$ cat src/rtl/rat_pkg.sv
// Shared RAT MCU types: program-counter address width and return-stack operation codes.
package rat_pkg;

  localparam int unsigned RAT_ADDR_W = 10;

  typedef logic [RAT_ADDR_W-1:0] rat_addr_t;

  typedef enum logic [1:0] {
    STK_NOP,
    STK_PUSH,
    STK_POP,
    STK_REPL
  } stk_op_e;

endpackage

$ cat src/rtl/stack_regfile.sv
// Return-stack storage: DEPTH x ADDR_W registers, synchronous write, asynchronous read.
module stack_regfile #(
  parameter int unsigned ADDR_W = 10,
  parameter int unsigned DEPTH  = 8
) (
  input  logic                       CLK,
  input  logic                       we,
  input  logic [$clog2(DEPTH)-1:0]   waddr,
  input  logic [ADDR_W-1:0]          wdata,
  input  logic [$clog2(DEPTH)-1:0]   raddr,
  output logic [ADDR_W-1:0]          rdata
);

  logic [ADDR_W-1:0] mem [DEPTH];

  // Contents are never reset; the owner tracks validity through its entry count.
  always_ff @(posedge CLK) begin
    if (we) begin
      mem[waddr] <= wdata;
    end
  end

  assign rdata = mem[raddr];

endmodule

$ cat src/rtl/call_return_stack.sv
// Hardware return-address stack for CALL/RET: LIFO with full/empty status and sticky
// overflow/underflow flags. TOP is combinational so the PC can load it on the POP cycle.
module call_return_stack
  import rat_pkg::*;
#(
  parameter int unsigned ADDR_W = RAT_ADDR_W,
  parameter int unsigned DEPTH  = 8,
  localparam int unsigned CNT_W = $clog2(DEPTH) + 1
) (
  input  logic              CLK,
  input  logic              RST,
  input  logic              PUSH,
  input  logic              POP,
  input  logic [ADDR_W-1:0] PUSH_DATA,
  input  logic              CLR_ERR,
  output logic [ADDR_W-1:0] TOP,
  output logic [CNT_W-1:0]  COUNT,
  output logic              EMPTY,
  output logic              FULL,
  output logic              OVERFLOW,
  output logic              UNDERFLOW
);

  localparam int unsigned IDX_W = CNT_W - 1;

  logic [CNT_W-1:0]  count_q, count_d;
  logic              ovf_q, ovf_d;
  logic              unf_q, unf_d;
  logic [IDX_W-1:0]  idx, top_idx;
  logic              we;
  logic [IDX_W-1:0]  waddr;
  logic [ADDR_W-1:0] rdata;
  logic              empty, full;
  stk_op_e           op;

  assign idx     = count_q[CNT_W-2:0];
  assign top_idx = idx - IDX_W'(1);
  assign empty   = (count_q == '0);
  assign full    = (count_q == CNT_W'(DEPTH));

  always_comb begin
    op = STK_NOP;
    unique case ({PUSH, POP})
      2'b00: op = STK_NOP;
      2'b10: op = STK_PUSH;
      2'b01: op = STK_POP;
      2'b11: op = STK_REPL;
      default: op = STK_NOP;
    endcase
  end

  // A new error in the same cycle as CLR_ERR wins over the clear.
  always_comb begin
    count_d = count_q;
    ovf_d   = ovf_q & ~CLR_ERR;
    unf_d   = unf_q & ~CLR_ERR;
    we      = 1'b0;
    waddr   = idx;
    unique case (op)
      STK_PUSH: begin
        if (full) begin
          ovf_d = 1'b1;
        end else begin
          we      = 1'b1;
          count_d = count_q + CNT_W'(1);
        end
      end
      STK_POP: begin
        if (empty) begin
          unf_d = 1'b1;
        end else begin
          count_d = count_q - CNT_W'(1);
        end
      end
      STK_REPL: begin
        we = 1'b1;
        if (empty) begin
          unf_d   = 1'b1;
          waddr   = '0;
          count_d = CNT_W'(1);
        end else begin
          waddr = top_idx;
        end
      end
      default: ;
    endcase
  end

  always_ff @(posedge CLK) begin
    if (RST) begin
      count_q <= '0;
      ovf_q   <= 1'b0;
      unf_q   <= 1'b0;
    end else begin
      count_q <= count_d;
      ovf_q   <= ovf_d;
      unf_q   <= unf_d;
    end
  end

  stack_regfile #(
    .ADDR_W(ADDR_W),
    .DEPTH (DEPTH)
  ) u_regfile (
    .CLK  (CLK),
    .we   (we & ~RST),
    .waddr(waddr),
    .wdata(PUSH_DATA),
    .raddr(top_idx),
    .rdata(rdata)
  );

  assign TOP       = empty ? '0 : rdata;
  assign COUNT     = count_q;
  assign EMPTY     = empty;
  assign FULL      = full;
  assign OVERFLOW  = ovf_q;
  assign UNDERFLOW = unf_q;

endmodule

$ cat config.mk
export PLATFORM = sky130hd
export DESIGN_NAME = call_return_stack
export DESIGN_NICKNAME = d
export VERILOG_FILES = /design/src/rtl/rat_pkg.sv /design/src/rtl/stack_regfile.sv /design/src/rtl/call_return_stack.sv
export SDC_FILE = /design/constraint.sdc
export NUM_CORES = 1
export LEC_CHECK = 0
export ABC_AREA = 1
export BUFFER_PORTS_ARGS = -buffer_cell sky130_fd_sc_hd__buf_2
export CORE_ASPECT_RATIO = 1.1
export CORE_MARGIN = 3
export CORE_UTILIZATION = 56
export DETAILED_ROUTE_END_ITERATION = 16
export MAX_ROUTING_LAYER = met4
export PLACE_DENSITY = 0.77
export RECOVER_POWER = 50
export SYNTH_ARGS = -nofsm -noshare
export SYNTH_HDL_FRONTEND = slang
export SYNTH_HIERARCHICAL = 1
export SYNTH_SLANG_ARGS = --single-unit
$ cat constraint.sdc
create_clock -name CLK -period 2.8 [get_ports CLK]
set_clock_uncertainty 0.05 [all_clocks]
set_input_delay 0.84 -clock CLK [delete_from_list [all_inputs] [get_ports CLK]]
set_output_delay 0.84 -clock CLK [all_outputs]
set_load 0.01 [all_outputs]
Word level (Yosys, flattened, before mapping) --
Memory sizes are Yosys's and may differ from the RTL's. Cells that the tools add are included.
Cells by class: $add $sub $neg 3, $mul 0, div/mod/pow operators 0, $lt $le $gt $ge 0, eq/ne operators 10, shifts and indexed selects 0, muxes and demuxes 16, bitwise operators 5, reduce and logical (&&, ||, !) cells 5
Operators with widths (number):
- $mux W4 | 3
- $pmux W4 S3 | 1
- $mux W10 | 1
- $eq A2 B2 Y1 const B | 4
- $pmux W2 S4 | 1
- $mux W1 | 7
- $mux W3 | 2
- $ne A2 B2 Y1 const B | 3
- $add A4 B1 Y4 const B | 1
- $eq A2 B1 Y1 const B | 2
- $eq A4 B4 Y1 const B | 1
- $logic_not A4 Y1 | 1
- $reduce_and A4 Y1 | 1
- $sub A4 B1 Y4 const B | 1
- $and A1 B1 Y1 | 3
- $reduce_bool A3 Y1 | 1
- $sub A3 B1 Y3 const B | 1
- $logic_not A2 Y1 | 1
- $not A1 Y1 | 2
- $pmux W1 S2 | 1
- $reduce_or A2 Y1 | 1
Word-level totals: bits in registers 6, bits in latches 0, RAM bits 80, ROM bits 0, bits of input ports 15, output and inout bits 18, logic and storage cells 43, memories kept 1
Memories:
- u_regfile.mem | depth 8, width 10, read ports 1, clocked after memory_dff 0, wr ports 1, line stack_regfile.sv:14 | logic [ADDR_W-1:0] mem [DEPTH];

Logic depth before layout (Yosys ltp) --
Gate-level depths: netlist of the first run.
depth in word-level cells 7, depth in mapped cells 11, depth with buffers taken out 11

Cells and area by module --
Netlist of the first run, hierarchy kept.
Modules (own cells, without submodules):
- stack_regfile | instances 1, cells an instance 364, area an instance 3613.5 µm², sequential area each 2402.3 µm²
- call_return_stack | instances 1, cells an instance 97, area an instance 543.0 µm², sequential area each 120.1 µm²

Least setup slack after synthesis of the first run --
Ideal clock, no wire load.
path kind reg2out, start register count_q[0], in the netlist COUNT[0], end output TOP[0], arrival time 1.571 ns, data required time 1.910 ns, setup slack 0.339 ns, cell stages (with the launch flop) 12, buffers on the path 1, cells stage by stage dfxtp_1 -> inv_1 -> ha_1 -> inv_1 -> inv_1 -> buf_2 -> nand3_1 -> nand2_1 -> nand2_1 -> nand2_1 -> inv_1 -> nor2_1
Between the ends: word-level cells in the longest chain between the ends 3, elaborated cells between the ends (all ways) 4, classes of those cells add/sub: 1; mux: 1; reduce/logical: 1; memory: 1
Ends and longest elaborated chain:
- start: declaration | line call_return_stack.sv:26 | logic [CNT_W-1:0] count_q, count_d;
- start signal: assignment | line call_return_stack.sv:95 | count_q <= count_d;
- $sub A3 B1 Y3 | line call_return_stack.sv:37 | assign top_idx = idx - IDX_W'(1);
- named net top_idx[0] | line call_return_stack.sv:29 | logic [IDX_W-1:0] idx, top_idx;
- $mem_v2 Z8 W10
- named net rdata[0] | line call_return_stack.sv:32 | logic [ADDR_W-1:0] rdata;
- $mux W10 | line call_return_stack.sv:113 | assign TOP = empty ? '0 : rdata;
- end: declaration | line call_return_stack.sv:16 | output logic [ADDR_W-1:0] TOP,
The timed path passes the listed nets, and every way through them passes these cells.

Worst setup path after layout of the first run --
start register count_q[1], in the netlist COUNT[1], end output TOP[7]
Same word-level chain as after synthesis.

==> summary.md, run 1 <==
| Metric | Value |
|---|---|
| Die area | `about 8500 um2` |
| First-pass GRT wire length | `around 14000 um` |
| Maxcap violations | `0` |
| Most frequent cell after synthesis | `nand2_1` |
| Worst-margin pin slew | `about 350 ps` |
| Synth area leaders | `edfxtp_1 (58%), nand2_1 (13%), inv_1 (9.5%)` |
| Die Y | `around 96 um` |
| Worst r2r src | `COUNT[1]$_SDFFE_PP0P_` |
| Top cells by count, synth | `nand2_1 (147), inv_1 (105), edfxtp_1 (80)` |
| Status | `finished, final reports clean` |
| Max Freq | `362 MHz` |
| Synth Flop Type | `edfxtp_1` |
| Syn nets | `479` |
| DRT Wirelength | `~9500 um` |
| CTS Sinks | `86` |
| CTS tree | `done` |
| Finished Layout Cells | `607` |
| Hold path start | `OVERFLOW$_SDFF_PP0_` |
| Yosys cell types | `25` |
| Vias in the first global route | `~3000` |
| Hold Path Depth | `2` |
| Post-Syn Area per Cell | `between 9 and 10 um2` |
| Antenna violations before repair | `0` |
| Minimum clock period | `2760 ps` |
| Setup Viol. Count Final | `0` |
| Row cnt | `32` |
| Fillcell total | `around 530` |
| DR vias | `3193` |
| Synth async-reset ratio | `0%` |
| Nature of the critical path endpoint | `primary output` |
| All-Layer GR Usage | `23.0%` |
| Per-cell routed wire length | `15.7 um` |
| Leak Pwr | `2.36 nW` |
| Final Power | `between 3 and 4 mW` |
| VDD IR-drop max | `around 0.37 mV` |
| GPL Wtd Cong | `between 0.8 and 0.9` |
| Syn Std Cell Area | `a little over 4000 um2` |
| Detail Route Antenna Nets | `0` |
| Ys Warns | `6` |
| Final hold violation count | `0` |
| CP Class | `reg -> out` |
| Max-slew violations | `0` |
| Crit start category | `flip-flop` |
| Area Growth Syn to Fin | `18.9%` |
| Period utilization | `approximately 99%` |
| Initial Util | `between 50% and 60%` |
| Cts hold-fix bufs | `0` |
| DR pass1 iterations | `5` |
| Reg2Reg Setup Slack | `between 600 and 700 ps` |
| Max-Slew Margin vs Limit | `around three quarters` |
| Grt ovf | `0` |
| Number of CTS-inserted buffers | `9` |
| DP HPWL | `between 5000 and 6000 um` |
| Largest net degree at the start of global routing | `41` |
| Clk_lat worst skew | `roughly 350 ps` |
| Worst Path Max Fanout | `5` |
| Yosys reg bits | `86` |
| Placed Cells | `585` |
| Diodes inserted | `0` |
| Root Buffer | `clkbuf_8` |
| CTS Buffer Depth | `2` |
| Register area | `between 2000 and 3000 um2` |
| Share of the synthesized area in the top cell type | `57.8%` |
| Hold endpoint | `OVERFLOW$_SDFF_PP0_` |
| Cell count of the worst reg-to-reg path | `12` |
| Setup Total Neg Slack | `0 ps` |
| Crit path required time | `1910 ps` |
| Nets@finish | `around 540` |
| Drt drc | `0` |
| Layout cells sized above 1 | `around a fifth` |
| I/O Buffers | `32` |
| Clock Pin Slew Worst Setup and Hold Paths | `80 ps` |
| DRT iter0 DRCs | `about 220` |
| Reg2reg end | `u_regfile/mem[4][8]$_DFFE_PP_` |
| Largest area contributor in the netlist | `edfxtp_1` |
| I/O pin total | `33` |
| Die W | `slightly below 90 um` |
| Sequential share of the synthesized area | `approximately three fifths` |
| Post-synth EDFFs | `80` |
| CTS H-tree depth | `3` |
| Vias per cell | `5.26` |
| Area of the multi-input gates | `roughly 1200 um2` |
| CORE AREA | `between 7000 and 8000 um2` |
| Worst min path class | `reg -> reg` |
| Critical Path AT | `between 1500 and 2000 ps` |
| Post-Syn Instances | `around 460` |
| PD cells | `715 nW/um2` |
| RSZ-0062 raised after global routing | `yes` |
timing repair:
action | in CTS | in global routing
setup buffers | 1 | 1
setup endpoints to repair | 10 | 10
gates cloned | 1 | 3
gates resized for setup | 15 | 29
pin swaps | 0 | 35
hold endpoints to repair | 0 | 0
metal layers:
layer / wire length (um) / vias up / GRT usage [%] / part of all wire (%)
li1: - / 1530 / - / -
met1: 3840 / 1502 / 27.4 / 40
met2: 4800 / 136 / 38.5 / 50
met3: 637 / 25 / 4.88 / 6.7
met4: 253 / 0 / 8.56 / 2.7
met5: 0 / - / - / 0
cells by family after synthesis:
logic type	Yosys count	share of synthesized area, %
compound gates	13	1.66
xor+xnor	3	0.632
fa+ha+maj	3	0.903
buf+inv	126	13.1
flops	86	60.7
simple gates	230	23.1
worst max path at each step:
| stage | from | end | slack, ps | cells after the start |
|---|---|---|---|---|
| floorplan | COUNT[0]$_SDFFE_PP0P_ | TOP[0] | 340 | 11 |
| global placement | COUNT[1]$_SDFFE_PP0P_ | TOP[9] | 250 | 11 |
| detailed placement | COUNT[1]$_SDFFE_PP0P_ | TOP[5] | 200 | 11 |
| CTS | COUNT[0]$_SDFFE_PP0P_ | TOP[6] | -0.3 | 12 |
| global route | COUNT[0]$_SDFFE_PP0P_ | TOP[9] | -70 | 12 |
| finish | COUNT[1]$_SDFFE_PP0P_ | TOP[7] | 40 | 12 |
area by class of cell:
cell class	count	area share, %
inverter	111	9.32
timing repair buffer	60	9.49
multi-input combinational	249	23.9
sequential	86	51.1
tap	85	2.15
clock inverter	6	1.22
clock buffer	10	2.78
power by group:
group / total (mW) / internal [mW] / leakage, nW / switching, mW
clock: 0.861 / 0.433 / 0.100 / 0.427
combinational: 1.20 / 0.489 / 1.49 / 0.707
sequential: 1.48 / 1.46 / 0.772 / 0.0223
state kept, by name, summed over array words and instances, names as in the netlist:
signal,cells
OVERFLOW,1
u_regfile/mem,80
UNDERFLOW,1
COUNT,4
per-stage QoR:
| stage | cell area (um2) | setup WS [ps] | hold slack, ps | utilization, % |
|---|---|---|---|---|
| 2_1_floorplan | 4160 | 339 | 431 | - |
| 3_3_place_gp | 4480 | 246 | 404 | 62.9 |
| 3_5_place_dp | 4480 | 195 | 409 | 62.9 |
| 4_1_cts | 4750 | -0.334 | 423 | 66.6 |
| 5_1_grt | 4940 | -69.9 | 454 | 69.3 |
| 6_report | 4940 | 39.6 | 420 | 69.3 |
cell usage in the layout (no fill, tap or decap), drive strengths merged, types with 4 or more instances in the layout:
master	instances
a21oi	7
buf	45
clkbuf	25
clkinv	4
dfxtp	6
edfxtp	80
inv	110
nand2	158
nand3	47
nor2	22
o21ai	4
worst max-delay path: stages (launching register included):
cell       delay, ps
dfxtp_2          350
inv_2             70
ha_4             300
inv_8             50
clkinv_8          70
clkbuf_16        160
nand3_4           60
nand2_2           80
nand2_1           50
nand2_1           70
inv_2             40
nor2_1            80
buf_2            130
No activity file was read; power rests on OpenSTA's default activity.
==> inputs of run 2 (changes only) <==
--- a/config.mk
+++ b/config.mk
@@ -6,13 +6,14 @@
 export NUM_CORES = 1
 export LEC_CHECK = 0
 export ABC_AREA = 1
-export BUFFER_PORTS_ARGS = -buffer_cell sky130_fd_sc_hd__buf_2
 export CORE_ASPECT_RATIO = 1.1
 export CORE_MARGIN = 3
 export CORE_UTILIZATION = 56
+export CTS_BUF_LIST = sky130_fd_sc_hd__clkbuf_8
 export DETAILED_ROUTE_END_ITERATION = 16
+export DONT_BUFFER_PORTS = 1
 export MAX_ROUTING_LAYER = met4
-export PLACE_DENSITY = 0.77
+export PLACE_DENSITY = 0.73
 export RECOVER_POWER = 50
 export SYNTH_ARGS = -nofsm -noshare
 export SYNTH_HDL_FRONTEND = slang
==> summary.md, run 2 (synthesized netlist as in run 1, its figures left out) <==
| Metric | Value |
|---|---|
| Drt drc | `0` |
| Die W | `approximately 90 um` |
| Fillcell total | `574` |
| I/O pin total | `33` |
| VDD IR-drop max | `between 0.4 and 0.5 mV` |
| Largest register FFs | `80` |
| Setup Total Neg Slack | `0 ps` |
| CTS tree | `done` |
| CTS Sinks | `86` |
| Most common cell after layout, fill and taps aside | `nand2_1` |
| Final hold violation count | `0` |
| CP Class | `reg -> out` |
| Clk_lat worst skew | `approximately 340 ps` |
| PnR worst setup slack | `between 100 and 150 ps` |
| Worst Path Max Fanout | `8` |
| Maxcap violations | `0` |
| Period utilization | `a little over nine tenths` |
| Vias per cell | `about 5` |
| Max-slew violations | `0` |
| CORE AREA | `roughly 7100 um2` |
| Worst-margin pin slew | `about 380 ps` |
| Nets@finish | `about 500` |
| Largest net degree at the start of global routing | `between 40 and 50` |
| Detail Route Antenna Nets | `0` |
| Initial Util | `58.3%` |
| Max Freq | `about 370 MHz` |
| Area of the multi-input gates | `1150 um2` |
| Grt ovf | `0` |
| GPL Wtd Cong | `0.900` |
| DP HPWL | `between 5000 and 6000 um` |
| Minimum clock period | `2690 ps` |
| Critical Path AT | `~1800 ps` |
| Per-cell routed wire length | `around 15 um` |
| Area Growth Syn to Fin | `11.3%` |
| Setup Viol. Count Final | `0` |
| Cts hold-fix bufs | `0` |
| Status | `finished, final reports clean` |
| Vias in the first global route | `2844` |
| Int Power | `2.15 mW` |
| Antenna violations before repair | `0` |
| Most frequent cells in the layout | `nand2_1 (147), inv_1 (102), edfxtp_1 (80), nand3_1 (47), buf_4 (21)` |
| Crit path required time | `roughly 1900 ps` |
| RSZ-0062 raised after global routing | `no` |
| First-pass GRT wire length | `approximately 13000 um` |
| DR vias | `just under 3000` |
| DRT iter0 DRCs | `~170` |
| Clock Pin Slew Worst Setup and Hold Paths | `about 90 ps` |
| Logic pwr share | `a little under a third` |
| Setup Slack @ Placement | `152 ps` |
| Layout cells sized above 1 | `around 15%` |
| Diodes inserted | `0` |
| Die area | `around 8500 um2` |
| Nature of the critical path endpoint | `primary output` |
| Largest register by flop count | `u_regfile/mem` |
| All-Layer GR Usage | `a little over a fifth` |
| Root Buffer | `clkbuf_8` |
| Clk pwr share | `about a quarter` |
| Number of CTS-inserted buffers | `9` |
| DRT Wirelength | `roughly 8500 um` |
| Sw Pwr | `~1.1 mW` |
| Max-Slew Margin vs Limit | `74.8%` |
| CTS Buffer Depth | `2` |
| DR pass1 iterations | `5` |
| I/O Buffers | `0` |
| Sw frac | `34.2%` |
| Die Y | `a little under 100 um` |
| Worst min path class | `reg -> reg` |
| Crit start category | `flip-flop` |
| Reg2Reg Setup Slack | `roughly 420 ps` |
| Register area | `roughly 2500 um2` |
| Final hold slack | `468 ps` |
| Row cnt | `32` |
| Reg power frac | `45.2%` |
| PD cells | `around 710 nW/um2` |
| Leak Pwr | `roughly 2.2 nW` |
| CTS H-tree depth | `3` |
| Fin util | `64.9%` |
run 2: changes by cell type in the layout (fill, tap and decap cells not counted), moves of 3 or more:
cell and change:
nor2_4 +3, clkbuf_1 -9, nor2_1 -10, buf_2 -20, nand3_1 +12, nand3_2 -10
nor2_2 +7
run 2: layout make-up:
cell class	instances	share of cell area, %
clock buffer	10	2.97
clock inverter	6	0.973
inverter	111	9.30
multi-input combinational	249	24.8
sequential	86	54.6
tap	85	2.30
timing repair buffer	28	5.11
run 2: repair_timing:
item                                    4_1_cts  5_1_grt
pin swaps                                     0        1
setup buffers                                 0        0
resized for setup                            23        8
gates cloned                                  1        1
endpoints found under the setup margin       10       10
run 2: per-stage QoR:
stage / std cells / total power [mW] / instance area [um2]
3_5_place_dp: 557 / 2.37 / 4340
5_1_grt: 575 / 3.44 / 4630
4_1_cts: 574 / 3.25 / 4600
6_report: 575 / 3.27 / 4630
2_1_floorplan: 461 / 2.16 / 4160
3_3_place_gp: 557 / 2.35 / 4340
run 2: worst max-delay path: stages, from the launching register on:
cell	delay [ps]
dfxtp_2	360
inv_4	70
ha_4	250
inv_4	110
buf_4	180
nand3_1	100
nand2_1	80
nand2_1	60
nand2_1	70
inv_1	50
nor2_2	150
run 2: power by group through the flow:
stage | Sequential, mW | Clock (mW) | Combinational, mW
finish | 1.48 | 0.801 | 0.990
global route | 1.48 | 0.864 | 1.10
CTS | 1.47 | 0.813 | 0.963
detailed placement | 1.50 | 0 | 0.870
global placement | 1.50 | 0 | 0.853
floorplan | 1.51 | 0 | 0.653
run 2: per-layer routing:
metal / share of wire (%) / track usage [%] / vias up
li1: - / - / 1462
met1: 43 / 27.3 / 1347
met2: 49 / 35.0 / 100
met3: 7.3 / 4.45 / 10
met4: 1.1 / 7.05 / 0
met5: 0 / - / -
run 2: final timing paths:
check	from	to	depth (start not counted)
hold / removal	UNDERFLOW$_SDFF_PP0_	UNDERFLOW$_SDFF_PP0_	2
setup / recovery	COUNT[0]$_SDFFE_PP0P_	TOP[4]	10
hold reg to reg	UNDERFLOW$_SDFF_PP0_	UNDERFLOW$_SDFF_PP0_	2
setup reg to reg	COUNT[2]$_SDFFE_PP0P_	u_regfile/mem[7][4]$_DFFE_PP_	9
==> inputs of run 3 (changes only) <==
--- a/config.mk
+++ b/config.mk
@@ -6,14 +6,16 @@
 export NUM_CORES = 1
 export LEC_CHECK = 0
 export ABC_AREA = 1
+export CELL_PAD_IN_SITES_DETAIL_PLACEMENT = 1
+export CELL_PAD_IN_SITES_GLOBAL_PLACEMENT = 1
 export CORE_ASPECT_RATIO = 1.1
 export CORE_MARGIN = 3
-export CORE_UTILIZATION = 56
+export CORE_UTILIZATION = 51
 export CTS_BUF_LIST = sky130_fd_sc_hd__clkbuf_8
 export DETAILED_ROUTE_END_ITERATION = 16
 export DONT_BUFFER_PORTS = 1
 export MAX_ROUTING_LAYER = met4
-export PLACE_DENSITY = 0.73
+export PLACE_DENSITY = 0.84
 export RECOVER_POWER = 50
 export SYNTH_ARGS = -nofsm -noshare
 export SYNTH_HDL_FRONTEND = slang
==> summary.md, run 3 (synthesized netlist as in run 1, its figures left out) <==
| Metric | Value |
|---|---|
| Status | `finished, final reports clean` |
| Setup Slack @ Placement | `210 ps` |
| Post-DP Area | `around 4300 um2` |
| Crit path required time | `roughly 1900 ps` |
| I/O pin total | `33` |
| DP HPWL | `7150 um` |
| DR pass1 iterations | `5` |
| Maxcap violations | `0` |
| Per-cell routed wire length | `roughly 19 um` |
| Period utilization | `between 90% and 100%` |
| Minimum clock period | `around 2800 ps` |
| Worst-margin pin slew | `~340 ps` |
| All-Layer GR Usage | `approximately a quarter` |
| Top delay family on crit path | `simple AND/OR/NAND/NOR gates` |
| CORE AREA | `approximately 7700 um2` |
| Critical path launch point | `COUNT[0]$_SDFFE_PP0P_` |
| DR vias | `just over 3000` |
| Die W | `between 90 and 100 um` |
| Cell count along the critical path | `11` |
| Critical Path AT | `about 1900 ps` |
| Worst path cell trace | `inv_6 > ha_4 > inv_4 > inv_6 > buf_8 > nand3_1 > nand2_2 > nand2_1 > nand2_1 > inv_1 > nor2_4` |
| Most frequent cells in the layout | `nand2_1 (144), inv_1 (101), edfxtp_1 (80), nand3_1 (46), buf_4 (17)` |
| Max-slew violations | `0` |
| Largest register FFs | `80` |
| I/O Buffers | `0` |
| Worst path slowest cell | `dfxtp_2` |
| Row cnt | `33` |
| GPL Wtd Cong | `about 0.8` |
| Crit start category | `flip-flop` |
| Die area | `around 9000 um2` |
| CTS tree | `done` |
| Vias in the first global route | `around 3200` |
| DRT iter0 DRCs | `around 250` |
| PnR worst setup slack | `49.5 ps` |
| PD cells | `739 nW/um2` |
| DRT Wirelength | `approximately 11000 um` |
| Largest net degree at the start of global routing | `41` |
| VDD IR-drop max | `roughly 0.40 mV` |
| Worst min path class | `reg -> reg` |
| Largest register by flop count | `u_regfile/mem` |
| Max-Slew Margin vs Limit | `between 70% and 80%` |
| CP max stage delay | `roughly 380 ps` |
| Drt drc | `0` |
| Setup Total Neg Slack | `0 ps` |
| Root Buffer | `clkbuf_8` |
| Clk_lat worst skew | `roughly 350 ps` |
| Die Y | `between 100 and 150 um` |
| CP Class | `reg -> out` |
| Number of CTS-inserted buffers | `9` |
| Clock Pin Slew Worst Setup and Hold Paths | `80 ps` |
| Final hold violation count | `0` |
| CTS H-tree depth | `3` |
| Antenna violations before repair | `0` |
| Worst r2r src | `COUNT[0]$_SDFFE_PP0P_` |
| CTS Sinks | `86` |
| Hold Path Depth | `2` |
| CP bufs+invs | `5` |
| Max Freq | `~360 MHz` |
| Post-route cell area | `about 4700 um2` |
| CTS Buffer Depth | `2` |
| Cell count of the worst reg-to-reg path | `9` |
| Leak Pwr | `between 2 and 2.5 nW` |
| Layout cells sized above 1 | `16.5%` |
| Nets@finish | `roughly 500` |
| First-pass GRT wire length | `around 17000 um` |
| Initial Util | `between 50% and 60%` |
| Area Growth Syn to Fin | `13.4%` |
| Diodes inserted | `0` |
| Nature of the critical path endpoint | `primary output` |
| Vias per cell | `approximately 5.3` |
| Hold path start | `UNDERFLOW$_SDFF_PP0_` |
| Setup Viol. Count Final | `0` |
| Grt ovf | `0` |
| Most common cell after layout, fill and taps aside | `nand2_1` |
| Detail Route Antenna Nets | `0` |
| Worst Path Max Fanout | `8` |
| Reg2Reg Setup Slack | `between 400 and 500 ps` |
[run 3: changes by cell type in the layout (fill, tap and decap cells not counted), sizes merged]
cell / change
clkbuf: -4
inv: +1
buf: -1
bufinv: +1
clkinv: +1
clkinvlp: -3
bufbuf: +1
[run 3: stage by stage]
step | power [mW] | hold slack, ps | cells | util, %
2_1_floorplan | 2.16 | 431 | 461 | -
3_3_place_gp | 2.37 | 448 | 572 | 56.5
3_5_place_dp | 2.42 | 457 | 572 | 56.5
4_1_cts | 3.38 | 468 | 590 | 60.4
5_1_grt | 3.66 | 467 | 591 | 61.4
6_report | 3.48 | 466 | 591 | 61.4
[run 3: timing repair]
action | CTS | global route
gates cloned | 2 | 0
setup endpoints to repair | 10 | 10
pin swaps | 2 | 11
resized for setup | 24 | 21
hold buffers | 0 | 0
buffers inserted | 0 | 1
[run 3: path summary, 6_finish.rpt]
| path | end |
|---|---|
| max | TOP[3] |
| min | UNDERFLOW$_SDFF_PP0_ |
| max reg2reg | u_regfile/mem[4][4]$_DFFE_PP_ |
| min reg2reg | UNDERFLOW$_SDFF_PP0_ |
[run 3: power breakdown]
part	switching (mW)	internal, mW
Clock	0.440	0.429
Sequential	0.0241	1.46
Combinational	0.748	0.385
[run 3: final cells by class]
cell class                 count  area [um2]
tap                          105         131
sequential                    86        2520
clock inverter                 6        56.3
clock buffer                  10         138
multi-input combinational    249        1180
inverter                     111         438
timing repair buffer          24         240
fill                         891        2970
[run 3: per-layer routing]
| metal | vias to the layer above | global-route usage, % | wire length (um) |
|---|---|---|---|
| li1 | 1452 | - | - |
| met1 | 1528 | 28.4 | 4420 |
| met2 | 97 | 43.4 | 5880 |
| met3 | 27 | 5.23 | 644 |
| met4 | 0 | 12.0 | 331 |
| met5 | - | - | 0 |
[run 3: worst reg2reg max path, delay by kind of cell (launching register included)]
kind	cells	cell delay [ps]
AO/OA/AOI/OAI	1	130
flip-flops	1	380
XOR/XNOR	1	200
buffers and inverters	3	570
adder cells (fa/ha/maj)	1	230
AND/OR/NAND/NOR	3	490
